`config.mk`:
```
export PLATFORM = sky130hd
export DESIGN_NAME = mmio_bridge
export DESIGN_NICKNAME = d
export VERILOG_FILES = /design/src/rtl/mmio_bridge_pkg.sv /design/src/rtl/mmio_bridge_fifo.sv /design/src/rtl/mmio_bridge.sv
export SDC_FILE = /design/constraint.sdc
export NUM_CORES = 1
export LEC_CHECK = 0
export CAP_MARGIN = 20
export CORE_MARGIN = 3
export CORE_UTILIZATION = 60
export DETAILED_ROUTE_END_ITERATION = 16
export PLACE_DENSITY = 0.84
export SYNTH_ARGS = -nofsm -noshare
export SYNTH_HDL_FRONTEND = slang
export SYNTH_SLANG_ARGS = --single-unit
export TNS_END_PERCENT = 50
```
`constraint.sdc`:
```
create_clock -name clk_in -period 6.8 [get_ports clk_in]
set_clock_uncertainty 0.1 [all_clocks]
set_input_delay 1.02 -clock clk_in [delete_from_list [all_inputs] [get_ports clk_in]]
set_output_delay 1.02 -clock clk_in [all_outputs]
set_load 0.05 [all_outputs]
```
`src/rtl/mmio_bridge_pkg.sv`:
```
// mmio_bridge_pkg: shared decode constants and types
// for the cpu-side MMIO bridge.
package mmio_bridge_pkg;

  typedef enum logic {
    SEL_RAM = 1'b0,
    SEL_IO  = 1'b1
  } sel_e;

  localparam logic [17:0] IO_BASE = 18'h30000;
  localparam logic [17:0] IO_UART = 18'h30000;
  localparam logic [17:0] IO_CLK  = 18'h30004;
  localparam logic [17:0] IO_CLK1 = 18'h30005;
  localparam logic [17:0] IO_CLK2 = 18'h30006;
  localparam logic [17:0] IO_CLK3 = 18'h30007;

  function automatic logic is_io(
    input logic [17:0] a
  );
    return a[17:16] == IO_BASE[17:16];
  endfunction

endpackage

```
`src/rtl/mmio_bridge_fifo.sv`:
```
// byte_fifo: power-of-two byte queue holding the
// UART TX stream; push and pop may share a cycle.
module byte_fifo #(
  parameter int DEPTH = 16
) (
  input  logic                    clk_in,
  input  logic                    rst_in,
  input  logic                    push,
  input  logic                    pop,
  input  logic [7:0]              din,
  output logic [7:0]              dout,
  output logic                    empty,
  output logic                    full,
  output logic [$clog2(DEPTH):0]  count,
  output logic [$clog2(DEPTH):0]  count_nxt
);

  localparam int AW = $clog2(DEPTH);
  localparam logic [AW-1:0] P1 = AW'(1);
  localparam logic [AW:0] C1 = (AW+1)'(1);
  localparam logic [AW:0] CMAX = (AW+1)'(DEPTH);

  logic [7:0] mem_q [DEPTH];
  logic [AW-1:0] wr_q, wr_d;
  logic [AW-1:0] rd_q, rd_d;
  logic [AW:0] cnt_q, cnt_d;
  logic do_push, do_pop;

  always_comb begin
    empty = cnt_q == '0;
    full = cnt_q == CMAX;
    do_pop = pop & ~empty;
    // a pop frees the slot a full-queue push lands in
    do_push = push & (~full | do_pop);
    wr_d = do_push ? wr_q + P1 : wr_q;
    rd_d = do_pop ? rd_q + P1 : rd_q;
    cnt_d = cnt_q;
    unique case ({do_push, do_pop})
      2'b10: cnt_d = cnt_q + C1;
      2'b01: cnt_d = cnt_q - C1;
      default: ;
    endcase
    dout = mem_q[rd_q];
    count = cnt_q;
    count_nxt = cnt_d;
  end

  always_ff @(posedge clk_in) begin
    if (rst_in) begin
      wr_q <= '0;
      rd_q <= '0;
      cnt_q <= '0;
    end else begin
      wr_q <= wr_d;
      rd_q <= rd_d;
      cnt_q <= cnt_d;
    end
  end

  always_ff @(posedge clk_in) begin
    if (do_push) mem_q[wr_q] <= din;
  end

endmodule

```
`src/rtl/mmio_bridge.sv`:
```
// mmio_bridge: cpu byte-bus decode to RAM or I/O,
// UART TX queue, RX pop, cycle counter and halt flag.
module mmio_bridge
  import mmio_bridge_pkg::*;
#(
  parameter int TX_DEPTH    = 16,
  parameter int FULL_MARGIN = 2,
  parameter int CNT_W       = 32
) (
  input  logic        clk_in,
  input  logic        rst_in,
  input  logic        rdy_in,
  input  logic [31:0] cpu_a,
  input  logic        cpu_wr,
  input  logic [7:0]  cpu_dout,
  output logic [7:0]  cpu_din,
  output logic        io_buffer_full,
  output logic        ram_en,
  output logic        ram_wr,
  output logic [16:0] ram_a,
  output logic [7:0]  ram_dout,
  input  logic [7:0]  ram_din,
  output logic [7:0]  tx_data,
  output logic        tx_valid,
  input  logic        tx_ready,
  input  logic [7:0]  rx_data,
  input  logic        rx_valid,
  output logic        rx_pop,
  output logic        prog_done
);

  localparam int CW = $clog2(TX_DEPTH);
  localparam logic [CNT_W-1:0] T1 = CNT_W'(1);

  logic [17:0] a;
  logic acc, io, rd_io, wr_io;
  logic push, pop, empty, full;
  logic [7:0] fifo_din, fifo_dout;
  logic [CW:0] cnt, cnt_nx;

  sel_e sel_q, sel_d;
  logic [7:0] rd_q, rd_d;
  logic [31:0] snap_q, snap_d;
  logic [CNT_W-1:0] tick_q, tick_d;
  logic halt_q, halt_d;
  logic done_q, done_d;
  logic bfull_q, bfull_d;
  logic unused_ok;

  assign a = cpu_a[17:0];
  assign unused_ok = ^{cpu_a[31:18], cnt, full};

  byte_fifo #(
    .DEPTH(TX_DEPTH)
  ) u_txq (
    .clk_in   (clk_in),
    .rst_in   (rst_in),
    .push     (push),
    .pop      (pop),
    .din      (fifo_din),
    .dout     (fifo_dout),
    .empty    (empty),
    .full     (full),
    .count    (cnt),
    .count_nxt(cnt_nx)
  );

  always_comb begin
    acc = rdy_in & ~rst_in;
    io = is_io(a);
    rd_io = acc & io & ~cpu_wr;
    wr_io = acc & io & cpu_wr;

    ram_en = acc & ~io;
    ram_wr = ram_en & cpu_wr;
    ram_a = a[16:0];
    ram_dout = cpu_dout;

    rx_pop = rd_io & (a == IO_UART) & rx_valid;
    pop = ~empty & tx_ready;

    push = 1'b0;
    fifo_din = cpu_dout;
    halt_d = halt_q;
    if (wr_io & ~halt_q) begin
      unique case (1'b1)
        a == IO_UART: push = cpu_dout != 8'h00;
        a == IO_CLK: begin
          // terminator bypasses the zero filter
          push = 1'b1;
          fifo_din = 8'h00;
          halt_d = 1'b1;
        end
        default: ;
      endcase
    end

    sel_d = sel_q;
    rd_d = rd_q;
    snap_d = snap_q;
    if (acc) sel_d = io ? SEL_IO : SEL_RAM;
    if (rd_io) begin
      unique case (1'b1)
        a == IO_UART:
          rd_d = rx_valid ? rx_data : 8'h00;
        a == IO_CLK: begin
          snap_d = 32'(tick_q);
          rd_d = tick_q[7:0];
        end
        a == IO_CLK1: rd_d = snap_q[15:8];
        a == IO_CLK2: rd_d = snap_q[23:16];
        a == IO_CLK3: rd_d = snap_q[31:24];
        default: rd_d = 8'h00;
      endcase
    end

    tick_d = tick_q + T1;
    done_d = done_q | (halt_q & empty & ~pop);
    // next-state count so the flag leads in-flight writes
    bfull_d =
      (TX_DEPTH - int'(cnt_nx)) <= FULL_MARGIN;

    cpu_din = (sel_q == SEL_RAM) ? ram_din : rd_q;
    tx_data = fifo_dout;
    tx_valid = ~empty;
    prog_done = done_q;
    io_buffer_full = bfull_q;
  end

  always_ff @(posedge clk_in) begin
    if (rst_in) begin
      sel_q <= SEL_RAM;
      rd_q <= '0;
      snap_q <= '0;
      tick_q <= '0;
      halt_q <= 1'b0;
      done_q <= 1'b0;
      bfull_q <= 1'b0;
    end else begin
      sel_q <= sel_d;
      rd_q <= rd_d;
      snap_q <= snap_d;
      tick_q <= tick_d;
      halt_q <= halt_d;
      done_q <= done_d;
      bfull_q <= bfull_d;
    end
  end

endmodule

```
; ---- Word level (Yosys, flattened, before mapping)
; Memory sizes are Yosys's and may differ from the RTL's. A register that Yosys moved wholly into a read port is not among the register bits.
; Cells that the tools add are included.
; Widths: inputs -> output; s select.
[totals]
ramBits = 128
n_memories = 1
elab_cells = 67
reg_bits = 89
input_bits = 62
[mem_list]
columns = name, words, width, read_ports, rd_ports_with_merged_regs, write_ports, line
row1 = u_txq.mem_q, 16, 8, 1, 1, 1, mmio_bridge_fifo.sv:23  ; logic [7:0] mem_q [DEPTH];
[op_classes]
reduce_logical = 4
bitwise = 23
eq_ne = 9
magnitude_cmp = 1
muxes = 13
add_sub_neg = 6
[ops]
columns = op, n
row1 = $eq 18x18->1 const B, 5
row2 = $pmux 8 s5, 1
row3 = $add 32x1->32 const B, 1
row4 = $mux 8, 4
row5 = $and 1x1->1, 14
row6 = $pmux 5 s2, 1
row7 = $add 4x1->4 const B, 2
row8 = $mux 4, 2
row9 = $reduce_bool 8->1, 1
row10 = $not 1->1, 7
row11 = $le 6x3->1 const B, 1
row12 = $sub 5x5->6 const A, 1
row13 = $add 5x1->5 const B, 1
row14 = $eq 5x5->1 const B, 1
row15 = $logic_not 5->1, 1
row16 = $sub 5x1->5 const B, 1
row17 = $eq 2x2->1 const B, 2
row18 = $mux 1, 4
row19 = $reduce_and 2->1, 2
row20 = $eq 2x1->1 const B, 1
row21 = $or 1x1->1, 2
row22 = $pmux 1 s2, 1

; ---- Logic depth before layout (Yosys ltp)
; Gate-level depths: netlist of the first run.
[logic_depth]
ltp_word = 11
mapped_depth = 12
depth_no_buf = 12

; ---- Cells and area by module
; A second synthesis of the first run with hierarchy kept.
[unflattened]
cells_unflattened = 710
hier_area_um2 = 9490.4
[by_module_without_submodules]
columns = mod, area_per_inst_um2, seq_area_each_um2, n_inst, cells_each
row1 = byte_fifo, 5936.9, 4184.0, 1, 306
row2 = mmio_bridge, 3553.4, 1361.3, 1, 404

; ---- Worst setup path after synthesis of the first run
; OpenSTA, ideal clock, no wires.
[synth_timing]
kind = input to register
startpoint = input port cpu_dout[2]
endpoint = register bfull_q, in the netlist io_buffer_full
required_time_ns = 6.608
slack_ns = 3.182
t_arrival_ns = 3.426
cell_stages = 10
setup_ns = 0.092
n_path_buf = 0
path_cell_list = nor4_1 > nand3_1 > and4_1 > nor2_1 > fa_1 > mux2i_1 > ha_1 > nor2b_1 > a2111o_1 > o32ai_1
[synth_between]
elab_chain_len = 8
word_cells_on_any_way = 9
classes_between = add/sub (1) / order compare (1) / eq/ne (2) / mux (3) / bitwise (1) / reduce/logical (1)
[synth_lines]
columns = element, line
row1 = from (decl), mmio_bridge.sv:15  ; input logic [7:0] cpu_dout,
row2 = $reduce_bool 8->1 (*), mmio_bridge.sv:87  ; a == IO_UART: push = cpu_dout != 8'h00;
row3 = $pmux 1 s2 (*), mmio_bridge.sv:86  ; unique case (1'b1)
row4 = $mux 1 (*), mmio_bridge.sv:85  ; if (wr_io & ~halt_q) begin
row5 = $and 1x1->1 (*), mmio_bridge_fifo.sv:34  ; do_push = push & (~full | do_pop);
row6 = $eq 2x1->1 or $eq 2x2->1 (tied branches), mmio_bridge_fifo.sv:38  ; unique case ({do_push, do_pop})
row7 = $pmux 5 s2 (*), mmio_bridge_fifo.sv:38
row8 = $sub 5x5->6 (*), mmio_bridge.sv:121  ; (TX_DEPTH - int'(cnt_nx)) <= FULL_MARGIN;
row9 = $le 6x3->1 (implied by the code) (*), mmio_bridge.sv:121
row10 = to (signal assigned), mmio_bridge.sv:146  ; bfull_q <= bfull_d;
row11 = to (decl), mmio_bridge.sv:47  ; logic bfull_q, bfull_d;
; Mark *: on every way between the ends. The rest lies on a longest branch, timed or not.
; A chain may end at the register's enable or synchronous reset.

; ---- Final worst setup path of the first run
[layout_timing]
startpoint = input port cpu_a[17]
endpoint = output port rx_pop
[layout_between]
elab_chain_len = 5
word_cells_on_any_way = 6
classes_between = eq/ne (2) / bitwise (4)
[layout_lines]
columns = element, line
row1 = from (decl), mmio_bridge.sv:13  ; input logic [31:0] cpu_a,
row2 = $eq 2x2->1, mmio_bridge_pkg.sv:20  ; return a[17:16] == IO_BASE[17:16];
row3 = $and 1x1->1 (2 in a row), mmio_bridge.sv:71  ; rd_io = acc & io & ~cpu_wr;
row4 = $and 1x1->1 (*) (2 in a row), mmio_bridge.sv:79  ; rx_pop = rd_io & (a == IO_UART) & rx_valid;
row5 = to (decl), mmio_bridge.sv:28  ; output logic rx_pop,
; Marked as above.

==> run_results.csv, run 1 <==
group,metric,value,unit
synth,synth.most_common_cell,"edfxtp_1",
layout,drive_gt1_share,15.58,%
worst_setup_path,critPathCaptureType,"primary output",
sta,maxClockFrequency,210.3,MHz
sta,min_period,4.755,ns
sta,post-route-period-util,69.92,%
floorplan,ios,109,
drt,wirelength,21080,um
worst_setup_path,worstPathRequired,5.68,ns
run,cap_violations,0,
global_routing,antenna_found_initial,0,
sta,slew_headroom,29.50,%
global_routing,grt_pass1_vias,5957,
layout,fin_util,73.63,%
cts,post_cts_buffers,0,
synth,synth-edff-count,128,
layout,antenna_cells,0,
synth,synth_nets,765,
pwr,power.density,252.2,nW/um^2
floorplan,die_y,129.9,um
worst_setup_path,worstPathMaxFanout,5,
pwr,power.leakage,3.659,nW
drt,route.detailed.wl_per_inst,22.10,um
synth,ys_seq_area_share,60.18,%
pwr,ir_drop,0.0002180,V
drt,firstDrtPassIters,5,
drt,drt_iter0_markers,555,
global_routing,grt_start_max_net_pins,85,
cts,htreeDepth,1,
run_status,run_status,"finished, final reports clean",
global_routing,grt_pass1_wl,32470,um
floorplan,core_area,14750,sq um
cts,clock_path_buffers,3,
worst_hold_path,hp-class,"reg2reg",
cts,hold_buffers,0,
drt,final_antenna_net_count,0,
synth,syn_area,9215,sq um
worst_setup_path,critPathLaunchType,"input pin",
layout,syn_to_final_growth,17.88,%
drt,via_count,6013,
placement,hpwl,14120,um
synth,synth_cell_types,56,
floorplan,die_area,16880,sq um
synth,syn_area_per_cell,13.34,sq um
worst_setup_path,arrival,3.63,ns
drt,drc,0,
sta,whs,0.3502,ns
cts,cts_tree,"done",
sta,final.setup.tns,0,ns
sta,finalMaxSlewViolations,0,
cts,post_cts_resized,0,
cts,numCtsBuffers,22,
global_routing,grt_usage,25.20,%
floorplan,num_rows,44,
placement,globalplace.congestion,0.8152,
synth,synth_cells,691,
synth,postSynth.asyncResetShare,0,%
synth,synth_area_leaders,"edfxtp_1 42%, dfxtp_1 18%, mux4_2 11%",
placement,port_buffers,94,
sta,rsz0062_at_grt,"no",
cts,cts-root-buf,"clkbuf_16",
worst_setup_path,path_class,"in2out",
cts,clk_latency,0.49,ns
sta,tightest_slew,1.054,ns
synth,ys.flop_type,"edfxtp_1",
synth,synth_top_area_share,41.71,%
floorplan,die_w,129.9,um
synth,ys_ff_latch,213,
drt,drt-vias-per-instance,6.303,
global_routing,grt_overflow_total,0,
synth,ys_warn_count,0,
synth,netlist_top_cells_count,"128 x edfxtp_1, 85 x dfxtp_1, 67 x nand2_1",
cts,clk_pin_slew,0.06,ns
floorplan,start_util,62.46,%
layout,final_nets,828,
synth,synth_area_leader_cell,"edfxtp_1",
sta,hold_viol,0,
cts,clkSinkCount,213,
sta,setup_viol,0,
[cell families (layout without fill, tap and decap cells)]
logic type,count (synthesis),in the layout,share of synthesized area (%)
adders and majority gates,12,12,1.711
buffers and inverters,72,151,4.155
xor gates and xnor gates,33,33,3.136
muxes,62,62,13.59
and+or+nand+nor,239,239,13.37
DFF,213,213,60.18
AOI/OAI and AO/OA,60,60,3.856
[per-stage QoR]
| step | setup WS [ns] | total power (W) | instance area [sq um] | instances |
|---|---|---|---|---|
| final | 2.045 | 0.002740 | 10860 | 954 |
| after detailed placement | 2.036 | 0.001535 | 10100 | 914 |
| after CTS | 2.057 | 0.002747 | 10860 | 954 |
| after global placement | 2.120 | 0.001532 | 10100 | 914 |
| after floorplan | 3.182 | 0.001482 | 9215 | 691 |
| after global routing | 1.915 | 0.002812 | 10860 | 954 |
[power by group]
part           switching [W]  leakage (nW)  internal [W]
sequential        0.00000273          1.84       0.00137
combinational      0.0000836          1.45     0.0000535
clock               0.000491         0.375      0.000741
total               0.000577          3.66       0.00216
[layout by cell type, fill, tap and decap left out, types with 3 or more instances in the layout]
cell,count
o21ai_0,8
a21oi_1,39
buf_4,4
a221oi_1,8
nand2b_1,4
nand2_1,67
clkdlybuf4s50_1,93
mux2_2,8
nand4_1,6
nor2b_1,4
clkinv_2,4
nor3_1,16
mux4_2,47
nor4_1,8
mux2i_1,4
ha_1,11
nand3_1,16
nor2_1,59
xnor2_1,13
inv_1,13
and4_1,3
or3_1,3
clkinv_1,3
and2_1,16
xor2_1,20
edfxtp_1,128
or3_2,4
clkbuf_16,24
nor3_2,4
dfxtp_1,84
and3_1,10
[flip-flops by register name (all words and copies together), names as in the netlist, 4 cells and up, named ones only]
name	cells
u_txq.mem_q	128
u_txq.rd_q	4
rd_q	8
tick_q	32
u_txq.wr_q	4
snap_q	24
u_txq.count	5
[critical path: stages]
cell and delay, ns:
clkdlybuf4s50_1 0.57, nor4bb_1 0.40, nand4_1 0.26, nor3_1 0.33, and4_1 0.24, clkdlybuf4s50_1 0.80
[per-layer routing]
metal | track usage [%] | share of wire, % | up-vias
met2 | 41.67 | 50 | 350
met5 | 0 | 0 | -
met1 | 34.51 | 38 | 2941
met4 | 8.741 | 3.2 | 0
met3 | 3.971 | 8.7 | 60
li1 | - | - | 2662
[layout make-up]
| class | count | area (sq um) |
|---|---|---|
| clock buffers | 27 | 631.9 |
| clock inverters | 13 | 132.6 |
| fillers | 883 | 3891 |
| inverters | 13 | 48.80 |
| multi-input cells | 406 | 3307 |
| flip-flops and latches | 213 | 5547 |
| well taps | 184 | 230.2 |
| repair buffers | 98 | 965.9 |
[final timing paths]
check,start,endpoint,slack (ns),cells past startpoint
setup reg to reg,u_txq.count[1],io_buffer_full,3.51,12
hold / removal,tick_q[0],tick_q[0],0.35,1
hold reg to reg,tick_q[0],tick_q[0],0.35,1
setup / recovery,cpu_a[17],rx_pop,2.05,6
(Power assumes the default switching activity.)
==> inputs of run 2 (changes only) <==
- CORE_UTILIZATION: 60 -> 50
- PLACE_DENSITY: 0.84 -> 0.74
- clock period: 6.8 -> 4 ns (I/O delays scaled with it)
==> run 2 against run 1 <==
Net effect:
- setup slack got worse by 1.9 ns
- hold slack is essentially flat
- core utilization decreased by 12 points
- via count fell by 1.3%
- global-route usage is 4.1 points lower
- cell area grew 2.3%
- largest cell class unchanged
- combinational power grew 74%
- highest routed layer unchanged
- total power up 71%
- critical endpoint is now tx_data[3]
- sequential power increased by 70%
- die area is 19% higher
- flip-flop and latch count did not move
==> run_results.csv, run 2 (synthesis gave the netlist of run 1 again) <==
group,metric,value,unit
run_status,run_status,"finished, final reports clean",
global_routing,grt_overflow_total,0,
cts,clk_pin_slew,0.06,ns
floorplan,die_w,141.8,um
worst_hold_path,hp-start,"tick_q[0]",
sta,maxClockFrequency,259.8,MHz
worst_setup_path,worstPathRequired,3.30,ns
global_routing,grt_usage,21.13,%
cts,clkSinkCount,213,
worst_setup_path,critPathLaunchType,"flip-flop",
cts,htreeDepth,1,
drt,drt_iter0_markers,510,
layout,final_nets,855,
cts,hold_buffers,0,
global_routing,grt_start_max_net_pins,85,
sta,layout_setup_ws,0.1501,ns
global_routing,antenna_found_initial,0,
placement,post-place-ws,0.05933,ns
drt,via_count,5932,
layout,drive_gt1_share,17.71,%
worst_setup_path,worstPathMaxFanout,23,
sta,setup_viol,0,
drt,wirelength,20940,um
global_routing,grt_pass1_vias,6004,
layout,largest-register,"u_txq.mem_q",
worst_hold_path,hp-class,"reg2reg",
sta,hold_viol,0,
cts,cts-root-buf,"clkbuf_16",
worst_setup_path,arrival,3.15,ns
floorplan,ios,109,
sta,slew_headroom,43.57,%
floorplan,start_util,51.12,%
placement,port_buffers,94,
sta,rsz0062_at_grt,"no",
drt,drt-vias-per-instance,5.787,
run,cap_violations,0,
sta,finalMaxSlewViolations,0,
drt,final_antenna_net_count,0,
global_routing,grt_pass1_wl,33350,um
sta,post-route-period-util,96.25,%
sta,min_period,3.850,ns
layout,antenna_cells,0,
cts,clk_latency,0.50,ns
floorplan,die_y,141.8,um
cts,post_cts_resized,0,
worst_setup_path,rr_startpoint,"u_txq.count[0]",
placement,hpwl,14300,um
pwr,power.density,421.4,nW/um^2
floorplan,core_area,18020,sq um
layout,syn_to_final_growth,20.56,%
drt,firstDrtPassIters,5,
layout,fill_cells,1358,
worst_setup_path,critPathCaptureType,"primary output",
drt,route.detailed.wl_per_inst,20.43,um
pwr,power.leakage,3.798,nW
sta,final.setup.tns,0,ns
layout,top_regs,"u_txq.mem_q x128, tick_q x32, snap_q x24",
floorplan,die_area,20090,sq um
cts,post_cts_buffers,0,
pwr,ir_drop,0.0003878,V
layout,final_common_cell,"edfxtp_1",
cts,numCtsBuffers,22,
cts,clock_path_buffers,3,
layout,largest_reg_flops,128,
sta,tightest_slew,0.8388,ns
layout,final_cell_mix,"128 x edfxtp_1, 92 x clkdlybuf4s50_1, 84 x dfxtp_1, 67 x nand2_1, 59 x nor2_1",
floorplan,num_rows,49,
cts,cts_tree,"done",
placement,globalplace.congestion,0.8630,
drt,drc,0,
worst_setup_path,path_class,"reg2out",
## run 2: cell count changes in the layout (fill, tap and decap cells not counted), moves of 3 or more
cell	delta
nor3_2	-4
buf_4	+27
clkbuf_1	+3
nor3_1	+4
## run 2: final timing paths
check / endpoint / cells after the start / slack, ns
setup / recovery: tx_data[3] / 4 / 0.15
hold / removal: tick_q[0] / 1 / 0.35
setup reg to reg: io_buffer_full / 12 / 0.94
hold reg to reg: tick_q[0] / 1 / 0.35
## run 2: critical path, stage by stage, from the launching register on
cell and delay [ns]:
dfxtp_2 0.57, buf_12 0.27, mux4_2 0.57, mux4_2 0.50, clkdlybuf4s50_1 0.72
## run 2: stage by stage
stage	utilization [%]	total power (W)	cell area, sq um	hold WS (ns)	std cells
CTS	61.63	0.004715	11110	0.3481	1025
global placement	57.44	0.002610	10350	0.3218	986
floorplan	-	0.002519	9215	0.3074	691
detailed placement	57.44	0.002616	10350	0.3328	986
global route	61.63	0.004835	11110	0.3596	1025
finish	61.63	0.004682	11110	0.3506	1025
## run 2: layout make-up
type,count,area [sq um],share of cell area [%]
repair buffers,125,1179,10.61
multi-input cells,406,3293,29.64
well taps,229,286.5,2.579
flip-flops and latches,213,5547,49.93
inverters,13,48.80,0.4392
clock inverters,9,141.4,1.273
clock buffers,30,614.3,5.530
## run 2: routing by layer
metal | routed length, um | vias to the layer above | track usage (%)
met5 | 0 | - | 0
li1 | - | 2718 | -
met2 | 10380 | 225 | 34.77
met1 | 8776 | 2952 | 29.65
met3 | 1307 | 37 | 3.370
met4 | 476 | 0 | 5.404
## run 2: where the power goes
part           switching, W  internal [W]  leakage (nW)
registers        0.00000512       0.00233          1.84
logic              0.000144     0.0000940          1.59
clock network      0.000783       0.00133         0.373
